## config.mk

```make
export PLATFORM = sky130hd
export DESIGN_NAME = display_scan_controller
export DESIGN_NICKNAME = d
export VERILOG_FILES = /design/src/rtl/disp_pkg.sv /design/src/rtl/scan_prescaler.sv /design/src/rtl/display_scan_controller.sv
export SDC_FILE = /design/constraint.sdc
export NUM_CORES = 1
export LEC_CHECK = 0
export ABC_CLOCK_PERIOD_IN_PS = 2650
export BUFFER_PORTS_ARGS = -buffer_cell sky130_fd_sc_hd__buf_2
export CORE_UTILIZATION = 45
export CTS_CLUSTER_DIAMETER = 150
export DETAILED_ROUTE_END_ITERATION = 7
export HOLD_SLACK_MARGIN = 0.12
export PLACE_DENSITY_LB_ADDON = 0.05
export SLEW_MARGIN = 20
export SYNTH_ARGS = -nofsm -noshare
export SYNTH_HDL_FRONTEND = slang
export SYNTH_SLANG_ARGS = --single-unit
```

## constraint.sdc

```tcl
create_clock -name clk -period 2.65 [get_ports clk]
set_input_delay 0.53 -clock clk [delete_from_list [all_inputs] [get_ports clk]]
set_output_delay 0.53 -clock clk [all_outputs]
set_load 0.05 [all_outputs]
```

## src/rtl/disp_pkg.sv

```systemverilog
// Shared types and constants for the four-digit display scan controller.
// Holds the scan FSM state enum, digit count, idle anode pattern and anode decode.
package disp_pkg;

   localparam int NUM_DIGITS = 4;
   localparam logic [3:0] ANODES_OFF = 4'b1111;

   typedef enum logic [1:0] {
      OFF,
      DEAD,
      ON
   } state_t;

   // Active-low one-cold anode pattern for a digit slot
   function automatic logic [3:0] anode_sel(input logic [1:0] idx);
      anode_sel = ~(4'b0001 << idx);
   endfunction

endpackage

```

## src/rtl/scan_prescaler.sv

```systemverilog
// Slot timing counter for the display scan controller.
// Ports: clk, rst (async high), clr (hold count at 0),
//        slot_end (count at PRESCALE-1), guard_end (count at GUARD-1).
module scan_prescaler #(
   parameter int PRESCALE = 50000,
   parameter int GUARD    = 16
) (
   input  logic clk,
   input  logic rst,
   input  logic clr,
   output logic slot_end,
   output logic guard_end
);

   localparam int CW = (PRESCALE > 1) ? $clog2(PRESCALE) : 1;

   logic [CW-1:0] cnt;

   assign slot_end  = (cnt == CW'(PRESCALE - 1));
   assign guard_end = (cnt == CW'(GUARD - 1));

   always_ff @(posedge clk or posedge rst) begin
      if (rst) begin
         cnt <= '0;
      end else if (clr) begin
         cnt <= '0;
      end else if (slot_end) begin
         cnt <= '0;
      end else begin
         cnt <= cnt + CW'(1);
      end
   end

endmodule

```

## src/rtl/display_scan_controller.sv

```systemverilog
// Multiplexed four-digit seven-segment scan controller with guard gaps
// and frame-synchronous (tear-free) display updates.
// Ports: clk, rst (async high), enable_i, load_i, data_i[15:0],
//        nibble_o[3:0], an_o[3:0] (active low), digit_idx_o[1:0],
//        frame_tick_o, pending_o.
// Option: DISPLAY_SCAN_LEADING_ZERO_BLANK_EN blanks leading zero digits.
module display_scan_controller
   import disp_pkg::*;
#(
   parameter int PRESCALE = 50000,
   parameter int GUARD    = 16
) (
   input  logic        clk,
   input  logic        rst,
   input  logic        enable_i,
   input  logic        load_i,
   input  logic [15:0] data_i,
   output logic [3:0]  nibble_o,
   output logic [3:0]  an_o,
   output logic [1:0]  digit_idx_o,
   output logic        frame_tick_o,
   output logic        pending_o
);

   state_t      state;
   logic [1:0]  idx;
   logic [15:0] disp_reg;
   logic [15:0] shadow_reg;
   logic        pending;
   logic        frame_tick;
   logic [3:0]  an;

   logic slot_end;
   logic guard_end;
   logic clr;
   logic leave;
   logic wrap;
   logic lit;

   assign clr   = (state == OFF) || !enable_i;
   assign leave = (state != OFF) && !enable_i;
   assign wrap  = (state == ON) && enable_i && slot_end && (idx == 2'd3);

   scan_prescaler #(
      .PRESCALE (PRESCALE),
      .GUARD    (GUARD)
   ) u_prescaler (
      .clk       (clk),
      .rst       (rst),
      .clr       (clr),
      .slot_end  (slot_end),
      .guard_end (guard_end)
   );

`ifdef DISPLAY_SCAN_LEADING_ZERO_BLANK_EN
   // A digit is lit when it or any more significant nibble is non-zero
   always_comb begin
      lit = 1'b1;
      unique case (idx)
         2'd0: lit = 1'b1;
         2'd1: lit = |disp_reg[15:4];
         2'd2: lit = |disp_reg[15:8];
         2'd3: lit = |disp_reg[15:12];
         default: lit = 1'b1;
      endcase
   end
`else
   assign lit = 1'b1;
`endif

   // Scan FSM; the anode pattern is registered together with the state.
   // disp_reg only changes on edges where the anodes go dark, so the
   // blanking decision taken on DEAD->ON holds for the whole lit phase.
   always_ff @(posedge clk or posedge rst) begin
      if (rst) begin
         state <= OFF;
         idx   <= 2'd0;
         an    <= ANODES_OFF;
      end else begin
         unique case (state)
            OFF: begin
               idx <= 2'd0;
               an  <= ANODES_OFF;
               if (enable_i) begin
                  state <= DEAD;
               end
            end
            DEAD: begin
               if (!enable_i) begin
                  state <= OFF;
                  idx   <= 2'd0;
                  an    <= ANODES_OFF;
               end else if (guard_end) begin
                  state <= ON;
                  an    <= lit ? anode_sel(idx) : ANODES_OFF;
               end
            end
            ON: begin
               if (!enable_i) begin
                  state <= OFF;
                  idx   <= 2'd0;
                  an    <= ANODES_OFF;
               end else if (slot_end) begin
                  state <= DEAD;
                  idx   <= idx + 2'd1;
                  an    <= ANODES_OFF;
               end
            end
            default: begin
               state <= OFF;
               idx   <= 2'd0;
               an    <= ANODES_OFF;
            end
         endcase
      end
   end

   // Display and shadow registers. While scanning, new values wait in
   // shadow_reg until the frame wraps or the display is switched off.
   always_ff @(posedge clk or posedge rst) begin
      if (rst) begin
         disp_reg   <= 16'h0000;
         shadow_reg <= 16'h0000;
         pending    <= 1'b0;
         frame_tick <= 1'b0;
      end else begin
         frame_tick <= wrap;
         if (state == OFF) begin
            if (load_i) begin
               disp_reg <= data_i;
            end
         end else if (leave) begin
            // Display goes dark this edge, so a fresh value can land directly
            if (load_i) begin
               disp_reg   <= data_i;
               shadow_reg <= data_i;
            end else if (pending) begin
               disp_reg <= shadow_reg;
            end
            pending <= 1'b0;
         end else begin
            if (wrap && pending) begin
               disp_reg <= shadow_reg;
            end
            if (load_i) begin
               shadow_reg <= data_i;
               pending    <= 1'b1;
            end else if (wrap) begin
               pending <= 1'b0;
            end
         end
      end
   end

   assign nibble_o     = disp_reg[4*idx +: 4];
   assign an_o         = an;
   assign digit_idx_o  = idx;
   assign frame_tick_o = frame_tick;
   assign pending_o    = pending;

endmodule

```

==> reports/results.ini <==
[power_and_ir_drop]
internal_power_mw=1.59
p_sw_frac=0.261
power_density_mw_per_mm2=659
leakage_nw=1.47
seqPwrFrac=0.487
power_frac_clock=0.340
p_sw_mw=0.564
ir_worst_vdd_uv=328
comb_power_share=0.173
power.total_mw=2.16

[layout]
fin_cells=341
drive_gt1_frac=0.425
fin_nets=288
syn_to_final_growth_pct=15.8
antenna_cells=0
fillers=538

[clock_network]
cts_tree=yes
clk_latency_ns=0.33
clockRootBuffer=clkbuf_8
ctsHoldBuffers=0
clk_pin_slew_ns=0.06
cts_resized=0
cts.sinks=58
numCtsBuffers=9
ctsLongestPathBuffers=2
htreeDepth=3
postCtsSetupBuffers=0

[timing]
skew_ns=0.00627
hold_slack_ns=0.280
hold_viol=0
setup_viol_count_final=0
slew_headroom=0.572
worstMarginPinSlew_ns=0.637
layout_worst_path_cycle_share=0.852
final.setup.tns_ns=0
final-max-slew-violation-count=0
fmax_ghz=0.443
min_period_ns=2.26
worst_slack_ns=0.393
grt_setup_unrepaired=false

[global_route]
antenna_found_initial=0
grt_overflow=0
grt_pass1_vias=1791
track_usage=0.182
grt_max_degree=31
grt_pass1_wl_mm=8.63

[critical_path]
worst_ep_required_time_ns=2.87
timing.rr.end=disp_reg[15]
cp_max_fo=16
critical_path_class=flip-flop to flip-flop
reg2reg_depth=6
rrSetupSlack_ns=0.39
start_kind=flip-flop
cp-end-kind=flip-flop
critPathArrivalTime_ns=2.47
rr_startpoint=u_prescaler.cnt[7]

[floorplan]
die_w_microns=81.3
coreArea_sq_mm=0.00599
die_area_sq_mm=0.00660
rows=28
io_pins=32
start_util=0.472
die_h_microns=81.3

[detailed_routing]
finalWirelength_mm=5.19
firstDrtPassIters=4
wl_per_cell_microns=15.2
drt_iter0_markers=41
vias=1766
ant_nets=0
avgViaCountPerCell=5.18
drc_errors=0

[synthesis]
avgSynthCellArea_sq_um=12.7
ys_types=34
ys_seq_elements=58
synth_nets=247
syn_inst=222
yosysSeqAreaShare=0.515
synth_top_area_share=0.478
yosysTopAreaCell=dfrtp_1
ys_warn_count=0
synth_area_leaders=dfrtp_1 (48%), mux2_2 (15%), mux2_4 (5.3%), dfstp_2 (3.7%), nor2_1 (3.5%)
synth.cell_area_sq_mm=0.00283

[place]
gp_congestion=0.758
dp.cells=327
portBuffers=31
hpwl_mm=3.53
dp_slack_ns=0.386

[min_path]
min_path_type=primary input to async pin

[outcome]
status=finished, final reports clean

[run]
drv_cap=0

cells by family after synthesis:
| group | count (synthesis) | share of synthesized area |
|---|---|---|
| AO/OA/AOI/OAI | 16 | 0.0376 |
| multiplexers | 52 | 0.236 |
| adder cells (fa/ha/maj) | 5 | 0.0221 |
| AND/OR/NAND/NOR | 63 | 0.122 |
| flip-flops | 58 | 0.515 |
| buffers and inverters | 14 | 0.0230 |
| XOR/XNOR | 14 | 0.0434 |
cells in the mapped netlist:
cell type and count:
a21oi_2 1, a21boi_0 1, a21o_1 1, nor3_1 4, inv_1 7, buf_8 1, a22oi_1 4, nor2_1 26
clkbuf_1 5, ha_1 5, o32ai_1 1, dfrtp_1 54, xor2_1 7, or4_1 2, and3_1 5, nand3_1 7
mux4_2 4, mux2_4 10, nand2_1 10, nor4_4 1, nand4_2 1, o21ai_1 1, dfstp_2 4, xnor2_1 7
and4_1 2, a21oi_1 4, nor3b_4 1, nand4_1 2, o221ai_1 1, nor4_1 1, mux2_2 38, nand3b_4 1
o21ai_0 2, buf_2 1
critical path, cell delays in order, from the launching register on:
cell	delay (ns)
dfrtp_1	0.44
nor4_4	0.33
nand4_2	0.24
nand3b_4	0.26
nor3b_4	0.21
buf_4	0.29
mux2_2	0.37
worst max path at each step:
stage	depth (start not counted)	slack, ns	startpoint	end
finish	6	0.39	u_prescaler.cnt[7]	disp_reg[15]
global route	7	0.22	u_prescaler.cnt[0]	disp_reg[14]
CTS	7	0.37	u_prescaler.cnt[0]	disp_reg[15]
detailed placement	7	0.39	u_prescaler.cnt[0]	disp_reg[0]
global placement	7	0.44	u_prescaler.cnt[0]	disp_reg[12]
floorplan	7	0.34	digit_idx_o[1]	disp_reg[10]
placed cells by master, fill, tap and decap left out, types with 5 or more instances in the layout:
master    count
xor2_1        7
nand2_1      10
dfrtp_1      54
and3_1        5
nand3_1       7
nor2_1       26
buf_2        31
xnor2_1       7
clkbuf_8     12
buf_4         5
mux2_4       10
mux2_2       38
inv_1         6
ha_1          5
routing by layer:
layer / GRT usage / vias up / part of all wire / wire length [microns]
met3: 0.0618 / 7 / 0.041 / 214
met1: 0.225 / 859 / 0.47 / 2460
met2: 0.286 / 28 / 0.47 / 2450
met5: 0 / - / 0 / 0
met4: 0.0857 / 0 / 0.013 / 65
li1: - / 872 / - / -
final cells by class:
class | count | area (sq um) | area share
clock buffer | 12 | 165 | 0.0505
timing repair buffer | 37 | 213 | 0.0650
clock inverter | 2 | 12.5 | 0.00382
inverter | 7 | 26.3 | 0.00803
sequential | 58 | 1460 | 0.445
tap | 75 | 93.8 | 0.0287
multi-input combinational | 150 | 1310 | 0.399
power groups by stage:
stage | Sequential, mW | Clock, mW | Combinational, mW
2_1_floorplan | 1.05 | 0 | 0.301
3_3_place_gp | 1.06 | 0 | 0.373
3_5_place_dp | 1.06 | 0 | 0.378
4_1_cts | 1.05 | 0.766 | 0.380
5_1_grt | 1.06 | 0.797 | 0.402
6_report | 1.05 | 0.733 | 0.373
per-stage QoR:
step	cell area, sq um	util
after floorplan	2830	-
after global placement	3090	0.517
after detailed placement	3090	0.517
after CTS	3270	0.546
after global routing	3270	0.546
final	3270	0.546
Power figures use the tool's default switching activity.
